File: src/rtl/wishbone_rr_arbiter.sv
// Round-robin Wishbone arbiter: N masters share one slave port, with registered grant,
// lock-aware tenure, and a watchdog that forces an error on a stalled slave.
module wishbone_rr_arbiter #(
    parameter int unsigned NUM_MASTERS   = 4,
    parameter int unsigned ADDRESS_WIDTH = 32,
    parameter int unsigned DATA_WIDTH    = 32,
    parameter int unsigned SELECT_WIDTH  = 4,
    parameter int unsigned TIMEOUT       = 255
) (
    input  logic                                  clock,
    input  logic                                  reset,
    input  logic [NUM_MASTERS-1:0]                m_cycle,
    input  logic [NUM_MASTERS-1:0]                m_strobe,
    input  logic [NUM_MASTERS-1:0]                m_writeEnable,
    input  logic [NUM_MASTERS-1:0]                m_lock,
    input  logic [NUM_MASTERS*ADDRESS_WIDTH-1:0]  m_address,
    input  logic [NUM_MASTERS*DATA_WIDTH-1:0]     m_dataMaster,
    input  logic [NUM_MASTERS*SELECT_WIDTH-1:0]   m_select,
    output logic [NUM_MASTERS-1:0]                m_ack,
    output logic [NUM_MASTERS-1:0]                m_error,
    output logic [NUM_MASTERS-1:0]                m_retry,
    output logic [DATA_WIDTH-1:0]                 m_dataSlave,
    output logic                                  s_cycle,
    output logic                                  s_strobe,
    output logic                                  s_writeEnable,
    output logic                                  s_lock,
    output logic [ADDRESS_WIDTH-1:0]              s_address,
    output logic [DATA_WIDTH-1:0]                 s_dataMaster,
    output logic [SELECT_WIDTH-1:0]               s_select,
    input  logic                                  s_ack,
    input  logic                                  s_error,
    input  logic                                  s_retry,
    input  logic [DATA_WIDTH-1:0]                 s_dataSlave,
    output logic [NUM_MASTERS-1:0]                grant
);

    if (NUM_MASTERS < 2 || NUM_MASTERS > 8) begin : gen_bad_num_masters
        $error("wishbone_rr_arbiter: NUM_MASTERS must be in 2..8");
    end

    localparam int unsigned IdxW = (NUM_MASTERS > 1) ? $clog2(NUM_MASTERS) : 1;
    localparam int unsigned WdW  = (TIMEOUT > 255) ? $clog2(TIMEOUT + 1) : 8;
    localparam logic [WdW-1:0]  TimeoutCnt = WdW'(TIMEOUT);
    localparam logic [IdxW-1:0] LastIdx    = IdxW'(NUM_MASTERS - 1);

    typedef enum logic [0:0] {StIdle, StOwned} state_e;

    state_e                 state_q, state_d;
    logic [NUM_MASTERS-1:0] grant_q, grant_d;
    logic [IdxW-1:0]        owner_q, owner_d;
    logic [IdxW-1:0]        ptr_q, ptr_d;
    logic [WdW-1:0]         wd_q, wd_d;

    logic                     sel_cyc, sel_stb, sel_we, sel_lock;
    logic [ADDRESS_WIDTH-1:0] sel_adr;
    logic [DATA_WIDTH-1:0]    sel_dat;
    logic [SELECT_WIDTH-1:0]  sel_sel;
    logic                     owned, term, expire;

    // AND-OR mux on the one-hot grant; all zero while idle.
    always_comb begin
        sel_cyc  = 1'b0;
        sel_stb  = 1'b0;
        sel_we   = 1'b0;
        sel_lock = 1'b0;
        sel_adr  = '0;
        sel_dat  = '0;
        sel_sel  = '0;
        for (int i = 0; i < int'(NUM_MASTERS); i++) begin
            if (grant_q[i]) begin
                sel_cyc  = m_cycle[i];
                sel_stb  = m_strobe[i];
                sel_we   = m_writeEnable[i];
                sel_lock = m_lock[i];
                sel_adr  = m_address[i*ADDRESS_WIDTH +: ADDRESS_WIDTH];
                sel_dat  = m_dataMaster[i*DATA_WIDTH +: DATA_WIDTH];
                sel_sel  = m_select[i*SELECT_WIDTH +: SELECT_WIDTH];
            end
        end
    end

    assign owned  = (state_q == StOwned);
    assign term   = s_ack | s_error | s_retry;
    // A coincident slave termination wins over the watchdog.
    assign expire = (TIMEOUT != 0) && owned && (wd_q == TimeoutCnt) && !term;

    assign s_cycle       = owned & sel_cyc & ~expire;
    assign s_strobe      = owned & sel_stb & ~expire;
    assign s_writeEnable = owned & sel_we;
    assign s_lock        = owned & sel_lock;
    assign s_address     = owned ? sel_adr : '0;
    assign s_dataMaster  = owned ? sel_dat : '0;
    assign s_select      = owned ? sel_sel : '0;

    assign m_ack       = s_ack ? grant_q : '0;
    assign m_error     = (s_error || expire) ? grant_q : '0;
    assign m_retry     = s_retry ? grant_q : '0;
    assign m_dataSlave = s_dataSlave;
    assign grant       = grant_q;

    always_comb begin
        logic            found;
        logic [IdxW-1:0] idx;
        state_d = state_q;
        grant_d = grant_q;
        owner_d = owner_q;
        ptr_d   = ptr_q;
        wd_d    = '0;
        found   = 1'b0;
        idx     = '0;
        unique case (state_q)
            StIdle: begin
                for (int k = 0; k < int'(NUM_MASTERS); k++) begin
                    idx = IdxW'((int'(ptr_q) + k) % int'(NUM_MASTERS));
                    if (!found && m_cycle[idx]) begin
                        found   = 1'b1;
                        state_d = StOwned;
                        owner_d = idx;
                        grant_d = NUM_MASTERS'(1) << idx;
                    end
                end
            end
            StOwned: begin
                if (expire || (!sel_cyc && !sel_lock)) begin
                    state_d = StIdle;
                    grant_d = '0;
                    ptr_d   = (owner_q == LastIdx) ? '0 : owner_q + 1'b1;
                end else if (TIMEOUT != 0 && sel_cyc && sel_stb && !term) begin
                    wd_d = wd_q + 1'b1;
                end
            end
            default: begin
                state_d = StIdle;
                grant_d = '0;
            end
        endcase
    end

    always_ff @(posedge clock or negedge reset) begin
        if (!reset) begin
            state_q <= StIdle;
            grant_q <= '0;
            owner_q <= '0;
            ptr_q   <= '0;
            wd_q    <= '0;
        end else begin
            state_q <= state_d;
            grant_q <= grant_d;
            owner_q <= owner_d;
            ptr_q   <= ptr_d;
            wd_q    <= wd_d;
        end
    end

endmodule

File: config.mk
export PLATFORM = sky130hd
export DESIGN_NAME = wishbone_rr_arbiter
export DESIGN_NICKNAME = d
export VERILOG_FILES = /design/src/rtl/wishbone_rr_arbiter.sv
export SDC_FILE = /design/constraint.sdc
export NUM_CORES = 1
export LEC_CHECK = 0
export BUFFER_PORTS_ARGS = -buffer_cell sky130_fd_sc_hd__buf_2
export CAP_MARGIN = 20
export CORE_AREA = 5 5 171 173
export DETAILED_ROUTE_END_ITERATION = 6
export DIE_AREA = 0 0 176 178
export GPL_TIMING_DRIVEN = 0
export PLACE_DENSITY = 0.5
export SYNTH_ARGS = -nofsm -noshare
export SYNTH_HDL_FRONTEND = slang
export SYNTH_SLANG_ARGS = --single-unit
File: constraint.sdc
create_clock -name clock -period 1.7 [get_ports clock]
set_input_delay 0.17 -clock clock [delete_from_list [all_inputs] [get_ports clock]]
set_output_delay 0.17 -clock clock [all_outputs]
set_load 0.03 [all_outputs]
==> impl_metrics.toml <==
[setup_path]
critical-path-slowest-cell = "dfrtp_2"
crit_fanout = 5
cp-end-kind = "primary output"
crit_buf_inv = 4
cp_cell_sequence = "buf_4, buf_6, buf_6, nand3b_1, a22o_1, o21ai_2, nor2b_4, buf_6"
cp_data_required_time_ps = 1530
cp_top_family = "buffers and inverters"
worst_setup_path_start_kind = "flop"
crit_top_cell = "buf_6"
critPathMaxStageDelay_ps = 460
path_class = "reg -> out"
worstPathArrival_ps = 1960

[layout]
drive_gt1_frac = 0.815
num-fill-cells = 2884
regArea_um2 = 430
syn_to_final_growth_pct = 158
nets = 1337
multi_input_area_um2 = 4480
final_cells = 1357

[sta]
final_hold_viol_count = 0
worst_slack_ps = -429
slew_headroom = 0.694
fin_crit_ps = 2130
max_freq_mhz = 470
period_share = 1.25
worstMarginPinSlew_ps = 458
setup_viol = 88
drv_slew = 0
clock-skew-final_ps = 4.68
rsz0062_at_grt = "yes"
hold_slack_ps = 315

[cts]
htreeDepth = 1
cts_tree = "done"
cts_root_buf = "clkbuf_16"
cts.sinks = 17
clk_latency_ps = 250
path_clk_slew_ps = 50
clock_path_buffers = 2
numCtsBuffers = 3

[logic_synthesis]
syn_nets = 879
ys_warn_count = 0
synth_cells = 552
ys_seq_area_frac = 0.119
synth_area_um2 = 3570
synth_edf_count = 0
async_flop_share = 1.00
syn_avg_cell_area_um2 = 6.46
synth.ff_latch_count = 17
synth.distinct_cells = 44
ys.flop_type = "dfrtp_1"

[floorplanning]
io-pin-count = 445
die_width_um = 176
fp.dieH_um = 178
core_um2 = 27500
initial_core_util = 0.130
num_rows = 61
die_area_um2 = 31300

[drt]
drt-pass1-iter-count = 4
via_count = 6213
viasPerCell = 4.58
wl_per_cell_um = 20.4
drc = 0
initialDrtViolationCount = 196
postRouteWirelength_um = 27700
antenna_left = 0

[pwr]
irDropWorstVdd_v = 0.000920
power.density_nw_per_um2 = 2060
p_leak_nw = 4.09

[global_route]
grt_pass1_vias = 6454
antenna_found_initial = 4
grt_max_degree = 18
grt-ovfl-total = 0
grtUsageTotal = 0.157
grt_pass1_wl_um = 38400

[place]
portBuffers = 411
routabilityCongestion = 0.880
place_inst = 1315
place_ws_ps = -779
hpwl_um = 21700

[status]
violations = "setup timing"
outcome = "finished, violations left"

[job]
cap_violations = 0

[worst_hold_path]
hold_path.class = "in -> reg"
[tightest hold or removal path, stage by stage]
cell,delay [ps]
buf_2,100
nor3_1,80
nand3_4,130
nor2_4,40
[through the flow]
stage                     total power, mW  area (um2)  setup TNS (ps)  utilization
after global routing                 20.1        9200          -34560        0.335
final                                19.0        9200          -28360        0.335
after floorplan                      10.0        4330           -2990            -
after CTS                            17.5        8470          -29090        0.308
after global placement               13.5        6820          -48490        0.248
after detailed placement             13.8        6920          -45320        0.252
[placed cells by master (no fill, tap or decap), types with 5 or more instances in the layout]
cell type and count:
clkbuf_2 15, a21oi_1 16, clkbuf_4 12, nor3_2 38, nor2b_1 73, buf_6 62
a221oi_4 28, buf_4 62, nor2_4 72, dfrtp_1 13, nor2_1 10, a221oi_2 39
buf_8 14, clkbuf_16 11, nor3_1 29, a21oi_2 58, buf_2 357, clkbuf_8 5
nand2_1 6, buf_12 6
[Yosys cell counts (all sizes together), types with 2 or more instances]
library cell,count,area share
nor2,85,0.089
a21oi,76,0.11
nor2b,75,0.13
nor3,71,0.10
a221oi,69,0.17
clkbuf,49,0.052
buf,41,0.081
dfrtp,17,0.12
and2,12,0.022
nand2,8,0.0091
nand3,7,0.013
inv,5,0.0053
a32o,3,0.0095
nand3b,3,0.0063
o21ai,3,0.0042
xnor2,3,0.0074
xor2,3,0.0074
a22o,2,0.0049
ha,2,0.0070
mux2,2,0.0084
o31ai,2,0.0042
o41ai,2,0.0070
[flip-flops by register name, summed over array words and instances, names as in the netlist]
register	cells
ptr_q	2
owned	1
wd_q	8
grant	4
owner_q	2
[timing repair]
item | CTS | global route
setup endpoints to repair | 95 | 94
gates cloned | 4 | 2
pin swaps | 66 | 48
hold buffers | 1 | 0
hold endpoints to repair | 17 | 0
buffers inserted | 15 | 16
gates resized for setup | 293 | 136
[path summary, 6_finish.rpt]
path	start	depth (start not counted)	slack, ps	endpoint
max in group asynchronous	reset	2	1030	grant[0]
hold reg to reg	owner_q[1]	2	520	owner_q[1]
hold / removal	s_error	4	320	wd_q[0]
setup reg to reg	grant[1]	9	-370	ptr_q[1]
min in group asynchronous	reset	2	370	owner_q[1]
setup / recovery	grant[1]	8	-430	s_cycle
[logic make-up (layout without fill, tap and decap cells)]
| family | count (synthesis) | after routing | synth area share |
|---|---|---|---|
| flip-flops | 17 | 17 | 0.119 |
| AND/OR/NAND/NOR | 266 | 266 | 0.386 |
| AO/OA/AOI/OAI | 164 | 164 | 0.326 |
| buffers and inverters | 95 | 552 | 0.138 |
| other | 0 | 2 | 0 |
| XOR/XNOR | 6 | 6 | 0.0147 |
| adder cells (fa/ha/maj) | 2 | 2 | 0.00701 |
| multiplexers | 2 | 2 | 0.00842 |
[layer usage]
layer  GRT usage  share of wire  up-vias
li1            -              -     2919
met1       0.191           0.39     2957
met2       0.288           0.52      304
met3      0.0322          0.073       29
met4      0.0266          0.016        4
met5           0        0.00098        -
[power breakdown]
part	leakage [nW]	internal, mW	switching, mW	total [mW]
Sequential	0.219	0.519	0.141	0.661
Combinational	3.83	7.61	10.3	17.9
Clock	0.0409	0.315	0.158	0.473
[final cells by class]
| cell class | count | area share |
|---|---|---|
| Clock inverter | 1 | 0.000544 |
| Antenna cell | 2 | 0.000544 |
| Buffer | 89 | 0.0971 |
| Clock buffer | 3 | 0.00816 |
| Timing Repair Buffer | 454 | 0.311 |
| Multi-Input combinational cell | 440 | 0.487 |
| Tap cell | 346 | 0.0470 |
| Inverter | 5 | 0.00218 |
| Sequential cell | 17 | 0.0468 |
(Power assumes the default switching activity.)
